`src/rtl/prime_pkg.sv`:
```
// Shared types and constants for the prime checker LED output stage.
//   disp_state_t      : display FSM state (operand view / result view)
//   LED_COMPOSITE_PAT : logical LED pattern for a composite verdict (bit 0 lit)
//   LED_PRIME_ON      : logical LED pattern for the lit phase of the prime blink
// Both patterns are 32 bits wide. Users truncate them to their LED count.
package prime_pkg;

    typedef enum logic {
        SHOW_DATA = 1'b0,
        RESULT    = 1'b1
    } disp_state_t;

    localparam logic [31:0] LED_COMPOSITE_PAT = 32'b0001;
    localparam logic [31:0] LED_PRIME_ON      = '1;

endpackage

```
`src/rtl/prime_led_display_interval_timer.sv`:
```
// interval_timer: pulses tick_o for one cycle every PERIOD enabled cycles.
//   clk     in  : clock
//   rst_n   in  : asynchronous active-low reset
//   clear_i in  : restart the interval from zero (overrides en_i, suppresses tick)
//   en_i    in  : count this cycle
//   tick_o  out : combinational pulse on the cycle that completes an interval
module interval_timer #(
    parameter int unsigned PERIOD = 1
) (
    input  logic clk,
    input  logic rst_n,
    input  logic clear_i,
    input  logic en_i,
    output logic tick_o
);

    localparam int unsigned CW = (PERIOD > 1) ? $clog2(PERIOD) : 1;
    localparam logic [CW-1:0] LAST = CW'(PERIOD - 1);

    logic [CW-1:0] r_cnt;
    logic          w_at_last;

    assign w_at_last = (r_cnt == LAST);
    assign tick_o    = en_i & ~clear_i & w_at_last;

    // The counter returns to zero on the completing cycle, so it never wraps
    // through values above PERIOD-1.
    always_ff @(posedge clk or negedge rst_n) begin
        if (!rst_n) begin
            r_cnt <= '0;
        end else if (clear_i) begin
            r_cnt <= '0;
        end else if (en_i) begin
            r_cnt <= w_at_last ? '0 : r_cnt + 1'b1;
        end
    end

endmodule

```
`src/rtl/prime_led_display.sv`:
```
// prime_led_display: LED output stage behind the prime checker.
// Shows the operand while idle/busy. On a rising edge of valid_i it latches the
// verdict and shows a timed result pattern (blinking all-on for prime, bit 0
// solid for composite), then falls back to the operand.
//   clk              in  : clock
//   rst_n            in  : asynchronous active-low reset
//   data_i           in  : current operand [DATA_W]
//   valid_i          in  : checker result-valid level (low while busy)
//   prime_i          in  : checker verdict, used only on the start cycle
//   leds_o           out : registered physical LED drive [DATA_W]
//   showing_result_o out : high while a result pattern is displayed
module prime_led_display
    import prime_pkg::*;
#(
    parameter int unsigned DATA_W      = 4,
    parameter int unsigned HOLD_CYCLES = 50_000_000,
    parameter int unsigned BLINK_HALF  = 12_500_000,
    parameter bit          ACTIVE_LOW  = 1'b1
) (
    input  logic              clk,
    input  logic              rst_n,
    input  logic [DATA_W-1:0] data_i,
    input  logic              valid_i,
    input  logic              prime_i,
    output logic [DATA_W-1:0] leds_o,
    output logic              showing_result_o
);

    localparam logic [DATA_W-1:0] PAT_COMPOSITE = DATA_W'(LED_COMPOSITE_PAT);
    localparam logic [DATA_W-1:0] PAT_PRIME_ON  = DATA_W'(LED_PRIME_ON);

    disp_state_t       r_state;
    logic              r_valid_q;
    logic              r_prime_q;
    logic [DATA_W-1:0] r_data_q;
    logic              r_phase_on;
    logic [DATA_W-1:0] r_leds;
    logic              r_showing;

    disp_state_t       w_state_nxt;
    logic              w_prime_nxt;
    logic [DATA_W-1:0] w_data_nxt;
    logic              w_phase_nxt;
    logic [DATA_W-1:0] w_logical;
    logic [DATA_W-1:0] w_leds_nxt;
    logic              w_start;
    logic              w_in_result;
    logic              w_hold_tick;
    logic              w_blink_tick;

    // valid_q resets high so a checker that is already valid out of reset
    // does not count as a completion.
    assign w_start     = valid_i & ~r_valid_q;
    assign w_in_result = (r_state == RESULT);

    interval_timer #(.PERIOD(HOLD_CYCLES)) u_hold_timer (
        .clk     (clk),
        .rst_n   (rst_n),
        .clear_i (w_start),
        .en_i    (w_in_result),
        .tick_o  (w_hold_tick)
    );

    interval_timer #(.PERIOD(BLINK_HALF)) u_blink_timer (
        .clk     (clk),
        .rst_n   (rst_n),
        .clear_i (w_start),
        .en_i    (w_in_result),
        .tick_o  (w_blink_tick)
    );

    // Next-state logic. Inside RESULT: new start > operand change > hold expiry.
    // The LED pattern is derived from the next-state values so that the
    // registered output matches the state it is entering.
    always_comb begin
        w_state_nxt = r_state;
        w_prime_nxt = r_prime_q;
        w_data_nxt  = r_data_q;
        w_phase_nxt = r_phase_on;
        w_logical   = data_i;

        if (w_start) begin
            w_state_nxt = RESULT;
            w_prime_nxt = prime_i;
            w_data_nxt  = data_i;
            w_phase_nxt = 1'b1;
        end else if (w_in_result) begin
            if (data_i != r_data_q) begin
                w_state_nxt = SHOW_DATA;
            end else if (w_hold_tick) begin
                w_state_nxt = SHOW_DATA;
            end else if (w_blink_tick) begin
                w_phase_nxt = ~r_phase_on;
            end
        end

        case (w_state_nxt)
            RESULT: begin
                if (w_prime_nxt) begin
                    w_logical = w_phase_nxt ? PAT_PRIME_ON : '0;
                end else begin
                    w_logical = PAT_COMPOSITE;
                end
            end
            default: w_logical = data_i;
        endcase

        w_leds_nxt = ACTIVE_LOW ? ~w_logical : w_logical;
    end

    always_ff @(posedge clk or negedge rst_n) begin
        if (!rst_n) begin
            r_state    <= SHOW_DATA;
            r_valid_q  <= 1'b1;
            r_prime_q  <= 1'b0;
            r_data_q   <= '0;
            r_phase_on <= 1'b1;
            r_leds     <= {DATA_W{ACTIVE_LOW}};
            r_showing  <= 1'b0;
        end else begin
            r_state    <= w_state_nxt;
            r_valid_q  <= valid_i;
            r_prime_q  <= w_prime_nxt;
            r_data_q   <= w_data_nxt;
            r_phase_on <= w_phase_nxt;
            r_leds     <= w_leds_nxt;
            r_showing  <= (w_state_nxt == RESULT);
        end
    end

    assign leds_o           = r_leds;
    assign showing_result_o = r_showing;

endmodule

```
`config.mk`:
```
export PLATFORM = sky130hd
export DESIGN_NAME = prime_led_display
export DESIGN_NICKNAME = d
export VERILOG_FILES = /design/src/rtl/prime_pkg.sv /design/src/rtl/prime_led_display_interval_timer.sv /design/src/rtl/prime_led_display.sv
export SDC_FILE = /design/constraint.sdc
export NUM_CORES = 1
export LEC_CHECK = 0
export CORE_MARGIN = 3
export CORE_UTILIZATION = 40
export CTS_BUF_LIST = sky130_fd_sc_hd__clkbuf_16
export DETAILED_ROUTE_END_ITERATION = 8
export GPL_ROUTABILITY_DRIVEN = 0
export PLACE_DENSITY = 0.53
export SLEW_MARGIN = 25
export SYNTH_ARGS = -nofsm -noshare
export SYNTH_HDL_FRONTEND = slang
export SYNTH_SLANG_ARGS = --single-unit
```
`constraint.sdc`:
```
create_clock -name clk -period 4.79 [get_ports clk]
set_input_delay 0.479 -clock clk [delete_from_list [all_inputs] [get_ports clk]]
set_output_delay 0.479 -clock clk [all_outputs]
set_load 0.01 [all_outputs]
```
==> results.md, run 1 <==
- Outcome: finished clean
- Reg power frac: 43.2%
- Primary FF master, synth: dfrtp_1
- Starting Density: 41.6%
- Number of flops mapped to enable cells by yosys: 0
- Synth-to-Final Area Change: 13.5%
- Final WS setup: 2.42 ns
- Mapped Nets: 391
- Placeable core area: 8300 sq um
- CP cell instances: ha_1 -> nand3_1 -> nor4_2 -> a21oi_2 -> buf_4 -> a41oi_1 -> a31oi_1
- Multi-input gate area in the final layout: 1770 sq um
- NetSw: 0.329 mW
- I/O pin count: 13
- Cell Int Power: 0.987 mW
- CTS H-tree depth: 3
- Clock share of power: 48.3%
- Fin util: 47.3%
- Die H: 98.9 um
- Layout cells sized above 1: 9.18%
- Clock root cell: clkbuf_16
- Residual DRC: 0
- Port buffer count: 12
- Logic pwr share: 8.5%
- Netlist cell types: 52
- MaxCap Viol Count: 0
- CP max stage delay: 0.67 ns
- Total Routing Usage GR: 17.7%
- Gr ovfl total: 0
- Max transition margin: 40.9%
- RSZ-0062 raised after global routing: no
- Initial antenna violation count: 0
- Die area: 9790 sq um
- Longest Clk Path Bufs: 2
- CTS tree: yes
- Pre-CTS setup slack: 2.25 ns
- Fin crit share: 49.6%
- Worst Max-Slew Pin Slew: 0.885 ns
- Gate Count Post-Synth: 381
- TNS Setup: 0 ns
- Critical Path Source Type: flop
- Ant. Diodes: 0
- Fin crit period: 2.37 ns
- Vias: 2,915
- TritonRoute pass-1 iters: 4
- PwrDens: 336 nW/um^2
- Post-synthesis sequential area ratio: 45.1%
- # fillers: 779
- Final hold vios: 0
- Worst setup EP type: flop
- Worst hold path type: input pin to async pin
- WS Path Type: flop to flop
- Critical Path AT: 2.55 ns
- Ys async rst share: 100%
- Max frequency: 421 MHz
- Clock latency on the worst-skew pair: 0.33 ns
- Post-DP Area: 3630 sq um
- Synth Cell Area: 3450 sq um
- Wirelength per Cell: 16.7 um
- Synth Warn #: 0
- Top cell type's share of synthesized area: 40.6%
- Hold_buf cts: 0
- Num Clock Sinks: 62
- Routed Antenna Nets: 0
- Post-route cell area: 3920 sq um
- HPWL Detailed: 5480 um
- Cell taking the most area after synthesis: dfrtp_1
- Number of global-route vias before repair: 2,735
- Number of gates resized after CTS: 0
- Die X: 98.9 um
- Buffers inserted by post-CTS timing repair: 0
- Clock slew at reported path FFs: 0.06 ns
- Syn Area/Cell: 9.07 sq um
- CP max FO: 39
- Vias per cell: 5.87
- Synth Register Bits: 62
- Final setup violation count: 0
- First-pass GRT wire length: 14,000 um
- Leakage: 1.57 nW
- Storage cell area: 1560 sq um
- Switch share: 25.0%
- Max-slew violation count: 0
- Final Net Count: 397
- Critical path required time: 4.96 ns
- CTS buffer count: 9
- Ranking of synthesized cells by area: dfrtp_1 (41%), nand2_1 (6.3%), dfstp_2 (4.6%), a31oi_1 (4.3%), a21oi_1 (4.1%)
- Worst Clk Skew: 0.00844 ns
- VDD IR max: 0.152 mV
- Largest net degree at the start of global routing: 43
- Row count: 33
- Initial DRC count: 149
- CP max stage cell: nor4_2
- Routed WL: 8300 um
per-layer routing:
layer | share of wire (%) | vias to the layer above | GRT usage (%)
met5 | 0 | - | 0
met4 | 1.5 | 0 | 6.09
met3 | 2.7 | 12 | 2.62
met2 | 45 | 52 | 27.2
met1 | 50 | 1398 | 25.5
li1 | - | 1453 | -
placed cells by master (no fill, tap or decap), types with 4 or more instances in the layout:
master,count
nor2_1,10
a22o_1,5
or3_1,4
clkbuf_16,9
inv_1,8
dfstp_2,6
nor4_1,8
a21o_1,8
or4_1,4
xnor2_1,4
nand4_1,16
xor2_1,4
a21oi_1,27
buf_4,4
o21ai_1,5
and3_1,9
clkdlybuf4s50_1,11
a31oi_1,24
mux2i_1,10
a41oi_1,6
nand3_1,23
dfrtp_1,56
nand2_1,58
and4_1,8
o21ai_0,10
nor3_1,10
layout make-up:
type | count | share of cell area (%)
multi-input cells | 290 | 45.0
inverters | 8 | 0.766
clock buffers | 9 | 5.74
flip-flops and latches | 62 | 39.7
repair buffers | 16 | 3.70
well taps | 105 | 3.35
clock inverters | 7 | 1.66
logic make-up (layout without fill, tap and decap cells):
group | after synthesis | after routing | share of synthesized area (%)
adder cells (fa/ha/maj) | 2 | 2 | 0.724
XOR/XNOR | 8 | 8 | 2.03
flip-flops | 62 | 62 | 45.1
AO/OA/AOI/OAI | 101 | 101 | 18.7
buffers and inverters | 29 | 40 | 3.91
AND/OR/NAND/NOR | 168 | 168 | 26.3
multiplexers | 11 | 11 | 3.22
stage by stage:
step	power [mW]	hold WS, ns	std cells
2_1_floorplan	0.645	0.183	381
4_1_cts	1.33	0.139	497
3_3_place_gp	0.690	0.481	481
6_report	1.32	0.116	497
5_1_grt	1.37	0.150	497
3_5_place_dp	0.691	0.484	481
state kept, by name (all words and copies together), names as in the netlist:
name / flops
u_blink_timer.r_cnt: 24
r_phase_on: 1
showing_result_o: 1
r_valid_q: 1
r_data_q: 4
leds_o: 4
r_prime_q: 1
u_hold_timer.r_cnt: 26
cell usage after synthesis, drive strengths merged (3+ instances only):
library cell   n
a21o           8
a21oi         29
a221oi         3
a22o           5
a31oi         24
a41oi          6
and3           9
and4           8
buf            6
clkbuf        15
dfrtp         56
dfstp          6
inv            8
mux2i         10
nand2         58
nand2b         3
nand3         23
nand4         17
nor2          11
nor3          10
nor4          10
o21ai         15
or3            4
or4            5
xnor2          4
xor2           4
power by group through the flow:
stage	Combinational (mW)	Clock [mW]	Sequential, mW
2_1_floorplan	0.0712	0	0.574
3_3_place_gp	0.112	0	0.577
3_5_place_dp	0.113	0	0.578
4_1_cts	0.114	0.648	0.569
5_1_grt	0.126	0.673	0.572
6_report	0.112	0.636	0.569
worst paths after layout:
path	slack, ns	endpoint	startpoint	cells past startpoint
worst max-delay path	2.42	u_hold_timer.r_cnt[20]$_DFFE_PN0P_	u_hold_timer.r_cnt[0]$_DFFE_PN0P_	7
worst min-delay path	0.12	r_data_q[1]$_DFFE_PN0P_	rst_n	1
worst max register to register	2.42	u_hold_timer.r_cnt[20]$_DFFE_PN0P_	u_hold_timer.r_cnt[0]$_DFFE_PN0P_	7
worst min register to register	0.49	u_blink_timer.r_cnt[13]$_DFFE_PN0P_	u_blink_timer.r_cnt[13]$_DFFE_PN0P_	1
max in group asynchronous	3.72	u_blink_timer.r_cnt[13]$_DFFE_PN0P_	rst_n	2
min in group clk	0.49	u_blink_timer.r_cnt[13]$_DFFE_PN0P_	u_blink_timer.r_cnt[13]$_DFFE_PN0P_	1
worst max-delay path: cells and delay by family, from the launching register on:
kind	cells	cell delay [ns]
DFF	1	0.42
buffers and inverters	1	0.28
and+or+nand+nor	2	0.87
AOI/OAI and AO/OA	3	0.41
adders and majority gates	1	0.23
(Power assumes the default switching activity.)
==> run 2, diff against run 1 <==
--- a/config.mk
+++ b/config.mk
@@ -10,7 +10,7 @@
 export CTS_BUF_LIST = sky130_fd_sc_hd__clkbuf_16
 export DETAILED_ROUTE_END_ITERATION = 8
 export GPL_ROUTABILITY_DRIVEN = 0
-export PLACE_DENSITY = 0.53
+export PLACE_DENSITY = 0.55
 export SLEW_MARGIN = 25
 export SYNTH_ARGS = -nofsm -noshare
 export SYNTH_HDL_FRONTEND = slang
==> constraint.sdc (replaced) <==
create_clock -name clk -period 1.9 [get_ports clk]
set_input_delay 0.19 -clock clk [delete_from_list [all_inputs] [get_ports clk]]
set_output_delay 0.19 -clock clk [all_outputs]
set_load 0.01 [all_outputs]
==> run 2 against run 1 <==
Effect of this change: the flow now finishes with violations (negative setup slack); cell count up 17%; cell area rose by 21%; sequential power grew 150%.
==> results.md, run 2 (synthesis results as in run 1) <==
- CTS tree: yes
- Fin crit share: 103% (+54 points)
- MaxCap Viol Count: 0 (unchanged)
- Residual DRC: 0 (unchanged)
- Wirelength per Cell: 16.0 um (-4.2%)
- Cell Int Power: 2.46 mW (+150%)
- Reg2Reg Setup Slack: -0.06 ns (-2.48 ns)
- Max FFs per register: 26 (unchanged)
- R2R cell count: 8 (+1)
- Critical Path AT: 2.17 ns (-0.38 ns)
- Total Routing Usage GR: 19.1% (+1.5 points)
- Final setup violation count: 7 (+7)
- Clock root cell: clkbuf_16
- WS Path Type: flop to flop
- TritonRoute pass-1 iters: 5 (+1)
- Final Net Count: 483 (+22%)
- Initial DRC count: 169 (+13%)
- Clock share of power: 43.6% (-4.7 points)
- Most flop-heavy register: u_hold_timer.r_cnt
- Failing checks: negative setup slack
- Layout cells sized above 1: 28.7% (+19 points)
- Vias: 3,263 (+12%)
- Vias per cell: 5.60 (-4.6%)
- Final cell count without fillers: 583 (+17%)
- Clock latency on the worst-skew pair: 0.32 ns (about the same)
- Clock slew at reported path FFs: 0.05 ns (about the same)
- Worst Clk Skew: 0.00750 ns (-0.000937 ns)
- Most frequent cells in the layout: buf_4 (78), nand2_1 (58), dfrtp_1 (56), a21oi_1 (26), a31oi_1 (24)
- HPWL Detailed: 6180 um (+13%)
- VDD IR max: 0.430 mV (+180%)
- CTS H-tree depth: 3 (unchanged)
- First-pass GRT wire length: 15,400 um (+9.3%)
- RSZ-0062 raised after global routing: yes
- Die X: 98.9 um (unchanged)
- Initial antenna violation count: 0 (unchanged)
- Leakage: 2.09 nW (+33%)
- Leading cell type in the layout, fill and taps excluded: buf_4
- Hold Startpoint: valid_i
- NetSw: 0.848 mW (+160%)
- RR Endpoint: u_blink_timer.r_cnt[3]$_DFFE_PN0P_
- Row count: 33 (unchanged)
- Num Clock Sinks: 62 (unchanged)
- Switch share: 25.6% (+0.60 points)
- Port buffer count: 12 (unchanged)
- Routed Antenna Nets: 0 (unchanged)
- Starting Density: 41.6% (unchanged)
- Worst hold path type: input pin to flop
- Placeable core area: 8300 sq um (unchanged)
- Gr ovfl total: 0 (unchanged)
- Ant. Diodes: 0 (unchanged)
- Die area: 9790 sq um (unchanged)
- Placed cells: 558 (+16%)
- Largest net degree at the start of global routing: 63 (+47%)
- Reg power frac: 42.6% (-0.6 points)
- Final WS setup: -0.0607 ns (-2.48 ns)
- Reg2reg start: u_blink_timer.r_cnt[22]$_DFFE_PN0P_
- Top Registers: u_hold_timer.r_cnt (26), u_blink_timer.r_cnt (24)
- Longest Clk Path Bufs: 2 (unchanged)
- Smallest hold slack: 0.330 ns (+0.214 ns)
- Fin crit period: 1.96 ns (-0.414 ns)
- Final hold vios: 0 (unchanged)
- CP max FO: 7 (-82%)
- Worst Max-Slew Pin Slew: 0.428 ns (-0.458 ns)
- Outcome: finished, violations left
- Max transition margin: 71.3% (+30 points)
- # fillers: 702 (-9.9%)
- Die H: 98.9 um (unchanged)
- Critical path required time: 2.11 ns (-2.85 ns)
- CTS buffer count: 9 (unchanged)
- Max-slew violation count: 0 (unchanged)
- PwrDens: 697 nW/um^2 (+110%)
- Hold Path Stages: 1
- Synth-to-Final Area Change: 37.5%
- Critical Path Source Type: flop
- Max frequency: 510 MHz (+21%)
- Routed WL: 9330 um (+12%)
- Logic pwr share: 13.8% (+5.3 points)
- Worst setup EP type: flop
- I/O pin count: 13 (unchanged)
- Worst hold path endpoint: r_valid_q$_DFF_PN1_
- Number of global-route vias before repair: 3,204 (+17%)
## run 2: power groups by stage
stage | clock, mW | sequential [mW] | combinational (mW)
after floorplan | 0 | 1.45 | 0.180
after global placement | 0 | 1.43 | 0.405
after detailed placement | 0 | 1.43 | 0.410
after CTS | 1.47 | 1.41 | 0.418
after global routing | 1.53 | 1.42 | 0.504
final | 1.44 | 1.41 | 0.458
## run 2: how the worst max path moves through the flow
stage,start,end,cells past startpoint
floorplan,u_hold_timer.r_cnt[18]$_DFFE_PN0P_,u_hold_timer.r_cnt[1]$_DFFE_PN0P_,6
global placement,u_hold_timer.r_cnt[18]$_DFFE_PN0P_,u_hold_timer.r_cnt[17]$_DFFE_PN0P_,7
detailed placement,u_hold_timer.r_cnt[0]$_DFFE_PN0P_,u_hold_timer.r_cnt[24]$_DFFE_PN0P_,7
CTS,u_hold_timer.r_cnt[18]$_DFFE_PN0P_,u_hold_timer.r_cnt[13]$_DFFE_PN0P_,7
global route,u_hold_timer.r_cnt[18]$_DFFE_PN0P_,u_hold_timer.r_cnt[13]$_DFFE_PN0P_,7
finish,u_blink_timer.r_cnt[22]$_DFFE_PN0P_,u_blink_timer.r_cnt[3]$_DFFE_PN0P_,8
## run 2: final cells by class
class | count | area, sq um | area share (%)
multi-input combinational | 290 | 1880 | 39.6
clock buffer | 9 | 225 | 4.74
sequential | 62 | 1560 | 32.8
timing repair buffer | 102 | 887 | 18.7
tap | 105 | 131 | 2.77
clock inverter | 7 | 35.0 | 0.738
inverter | 8 | 30.0 | 0.632
## run 2: worst max-delay path, cell delays in order, from the launching register on
cell,delay [ns]
dfrtp_1,0.39
nor4bb_1,0.33
buf_4,0.18
and4_4,0.23
a21oi_4,0.07
buf_6,0.13
clkbuf_16,0.15
a21o_1,0.15
a22o_1,0.22
## run 2: metal layers
layer	vias to the layer above	routed length (um)	GRT usage (%)
li1	1629	-	-
met1	1574	4290	25.4
met2	56	4650	31.8
met3	4	330	3.47
met4	0	59	5.88
met5	-	0	0
## run 2: repair_timing
action | CTS | global route
cloned | 0 | 2
hold endpoints to repair | 56 | 0
setup endpoints to repair | 9 | 32
gates resized for setup | 4 | 23
hold buffers | 1 | 0
setup buffers | 0 | 6
pin swaps | 3 | 8
## run 2: metrics by stage
stage | total power [mW] | setup TNS (ns) | util (%) | setup slack [ns] | instance area, sq um
floorplan | 1.63 | -0.303 | - | -0.0628 | 3460
global placement | 1.83 | -0.000611 | 51.4 | -0.000611 | 4260
detailed placement | 1.84 | -0.0958 | 51.4 | -0.0319 | 4260
CTS | 3.30 | -0.0280 | 55.0 | -0.0142 | 4560
global route | 3.45 | -0.688 | 57.2 | -0.0878 | 4750
finish | 3.31 | -0.137 | 57.2 | -0.0607 | 4750
==> run 3, diff against run 2 <==
--- a/config.mk
+++ b/config.mk
@@ -6,11 +6,12 @@
 export NUM_CORES = 1
 export LEC_CHECK = 0
 export CORE_MARGIN = 3
-export CORE_UTILIZATION = 40
+export CORE_UTILIZATION = 50
 export CTS_BUF_LIST = sky130_fd_sc_hd__clkbuf_16
 export DETAILED_ROUTE_END_ITERATION = 8
 export GPL_ROUTABILITY_DRIVEN = 0
-export PLACE_DENSITY = 0.55
+export PLACE_DENSITY = 0.67
+export REMOVE_ABC_BUFFERS = 1
 export SLEW_MARGIN = 25
 export SYNTH_ARGS = -nofsm -noshare
 export SYNTH_HDL_FRONTEND = slang
==> run 3 against run 2 <==
Effect of this change: the run still ends with negative setup slack left; cell area is 0.82% higher; worst setup slack got worse by 0.042 ns; total power is 0.42% higher; critical endpoint is now u_hold_timer.r_cnt[13]$_DFFE_PN0P_; highest routed layer unchanged.
==> results.md, run 3 (synthesis results as in run 1) <==
- Outcome: finished, violations left
- Failing checks: negative setup slack
- Final WS setup: -0.103 ns (-0.0425 ns)
- Synth-to-Final Area Change: 38.6%
- Row count: 29 (-12%)
- Most frequent cells in the layout: buf_4 (68), nand2_1 (58), dfrtp_1 (54), a21oi_1 (25), a31oi_1 (24)
- Fin util: 73.3% (+16 points)
- Final hold vios: 0 (unchanged)
- Worst Max-Slew Pin Slew: 0.601 ns (+0.173 ns)
- Number of global-route vias before repair: 3,198 (-0.19%)
- Max FFs per register: 26 (unchanged)
- Storage cell area: 1560 sq um (+0.16%)
- Leakage: 2.04 nW (-2.5%)
- WS Path Type: flop to flop
- Final setup violation count: 16 (+9)
- CTS H-tree depth: 3 (unchanged)
- Die X: 89.1 um (-9.9%)
- Initial DRC count: 240 (+42%)
- Clock root cell: clkbuf_16
- Vias: 3,413 (+4.6%)
- Starting Density: 52.9% (+11 points)
- Overall Power: 3.33 mW (+0.42%)
- Top Registers: u_hold_timer.r_cnt (26), u_blink_timer.r_cnt (24)
- Max transition margin: 59.9% (-11 points)
- Reg2reg start: u_hold_timer.r_cnt[18]$_DFFE_PN0P_
- Routed Antenna Nets: 0 (unchanged)
- Max frequency: 499 MHz (-2.1%)
- Most flop-heavy register: u_hold_timer.r_cnt
- VDD IR max: 0.466 mV (+8.4%)
- HPWL Detailed: 6160 um (-0.28%)
- Largest net degree at the start of global routing: 30 (-52%)
- First-pass GRT wire length: 15,300 um (-0.45%)
- RR Endpoint: u_hold_timer.r_cnt[13]$_DFFE_PN0P_
- Layout cells sized above 1: 29.9% (+1.3 points)
- # fillers: 455 (-35%)
- Leading cell type in the layout, fill and taps excluded: buf_4
- Worst hold path type: input pin to async pin
- Max-slew violation count: 0 (unchanged)
- Post-DP Area: 4120 sq um (-3.5%)
- Total Routing Usage GR: 25.0% (+5.8 points)
- CP max FO: 29 (+22)
- Residual DRC: 0 (unchanged)
- Initial antenna violation count: 0 (unchanged)
- Placeable core area: 6530 sq um (-21%)
- RSZ-0062 raised after global routing: yes
- R2R cell count: 6 (-2)
- Critical path required time: 2.12 ns (about the same)
- Die H: 89.1 um (-9.9%)
- I/O pin count: 13 (unchanged)
- Clock latency on the worst-skew pair: 0.33 ns (about the same)
- CTS tree: yes
- Wirelength per Cell: 17.5 um (+9.2%)
- Post-route cell area: 4790 sq um (+0.82%)
- Clock slew at reported path FFs: 0.05 ns (about the same)
- Ant. Diodes: 0 (unchanged)
- Worst Clk Skew: 0.00524 ns (-0.00227 ns)
- Critical Path AT: 2.22 ns (+0.05 ns)
- Critical Path Source Type: flop
- CTS buffer count: 9 (unchanged)
- Port buffer count: 12 (unchanged)
- Vias per cell: 6.26 (+12%)
- Num Clock Sinks: 62 (unchanged)
- Longest Clk Path Bufs: 2 (unchanged)
- Fin crit share: 105% (+2.2 points)
- Die area: 7940 sq um (-19%)
- Final Net Count: 473 (-2.1%)
- TritonRoute pass-1 iters: 5 (unchanged)
- Routed WL: 9520 um (+2.1%)
- Fin crit period: 2.00 ns (+0.0425 ns)
- Gr ovfl total: 0 (unchanged)
- MaxCap Viol Count: 0 (unchanged)
- PwrDens: 695 nW/um^2 (-0.39%)
- Reg2Reg Setup Slack: -0.10 ns (-0.04 ns)
- Multi-input gate area in the final layout: 1990 sq um (+6.0%)
- Worst setup EP type: flop
[run 3: worst max path at each step]
| stage | startpoint | endpoint | slack [ns] | cells after the start |
|---|---|---|---|---|
| floorplan | u_blink_timer.r_cnt[0]$_DFFE_PN0P_ | u_blink_timer.r_cnt[12]$_DFFE_PN0P_ | -1.12 | 6 |
| global placement | valid_i | u_blink_timer.r_cnt[6]$_DFFE_PN0P_ | -0.13 | 6 |
| detailed placement | valid_i | u_blink_timer.r_cnt[5]$_DFFE_PN0P_ | -0.22 | 6 |
| CTS | u_hold_timer.r_cnt[18]$_DFFE_PN0P_ | u_hold_timer.r_cnt[13]$_DFFE_PN0P_ | -0.1 | 6 |
| global route | u_hold_timer.r_cnt[18]$_DFFE_PN0P_ | u_hold_timer.r_cnt[13]$_DFFE_PN0P_ | -0.18 | 6 |
| finish | u_hold_timer.r_cnt[18]$_DFFE_PN0P_ | u_hold_timer.r_cnt[13]$_DFFE_PN0P_ | -0.10 | 6 |
[run 3: critical path: stages, from the launching register on]
cell and delay, ns:
dfrtp_1 0.40, or4_4 0.55, nor4_4 0.30, a21oi_2 0.13
buf_12 0.18, a21o_1 0.16, a21o_1 0.17
[run 3: final cells by class]
type	instances	area share (%)
sequential	62	32.6
inverter	8	0.627
clock inverter	7	0.680
tap	77	2.01
clock buffer	9	4.70
timing repair buffer	92	17.7
multi-input combinational	290	41.6
[run 3: per-stage QoR]
step | setup WS, ns | instances | hold WS, ns | TNS (ns)
after CTS | -0.0952 | 539 | 0.316 | -0.509
after detailed placement | -0.218 | 517 | 0.121 | -3.14
after floorplan | -1.12 | 360 | -0.106 | -27.09
after global placement | -0.132 | 517 | 0.110 | -1.47
after global routing | -0.176 | 545 | 0.336 | -2.89
final | -0.103 | 545 | 0.307 | -0.602
[run 3: metal layers]
layer / global-route usage [%] / part of all wire, % / up-vias
met5: 0 / 0 / -
met3: 4.79 / 5.4 / 13
met1: 34.9 / 46 / 1681
met4: 6.77 / 1.2 / 0
li1: - / - / 1606
met2: 39.9 / 47 / 113
[run 3: where the power goes]
part	leakage [nW]	total [mW]	internal (mW)	switching, mW
sequential	0.829	1.42	1.38	0.0435
combinational	1.08	0.473	0.233	0.240
clock	0.129	1.43	0.857	0.572
total	2.04	3.33	2.47	0.856
[run 3: timing repair]
action,4_1_cts,5_1_grt
hold buffers,1,0
gates resized for setup,20,33
buffers inserted,3,7
hold endpoints to repair,12,0
gates cloned,2,1
pin swaps,6,16
endpoints found under the setup margin,31,44
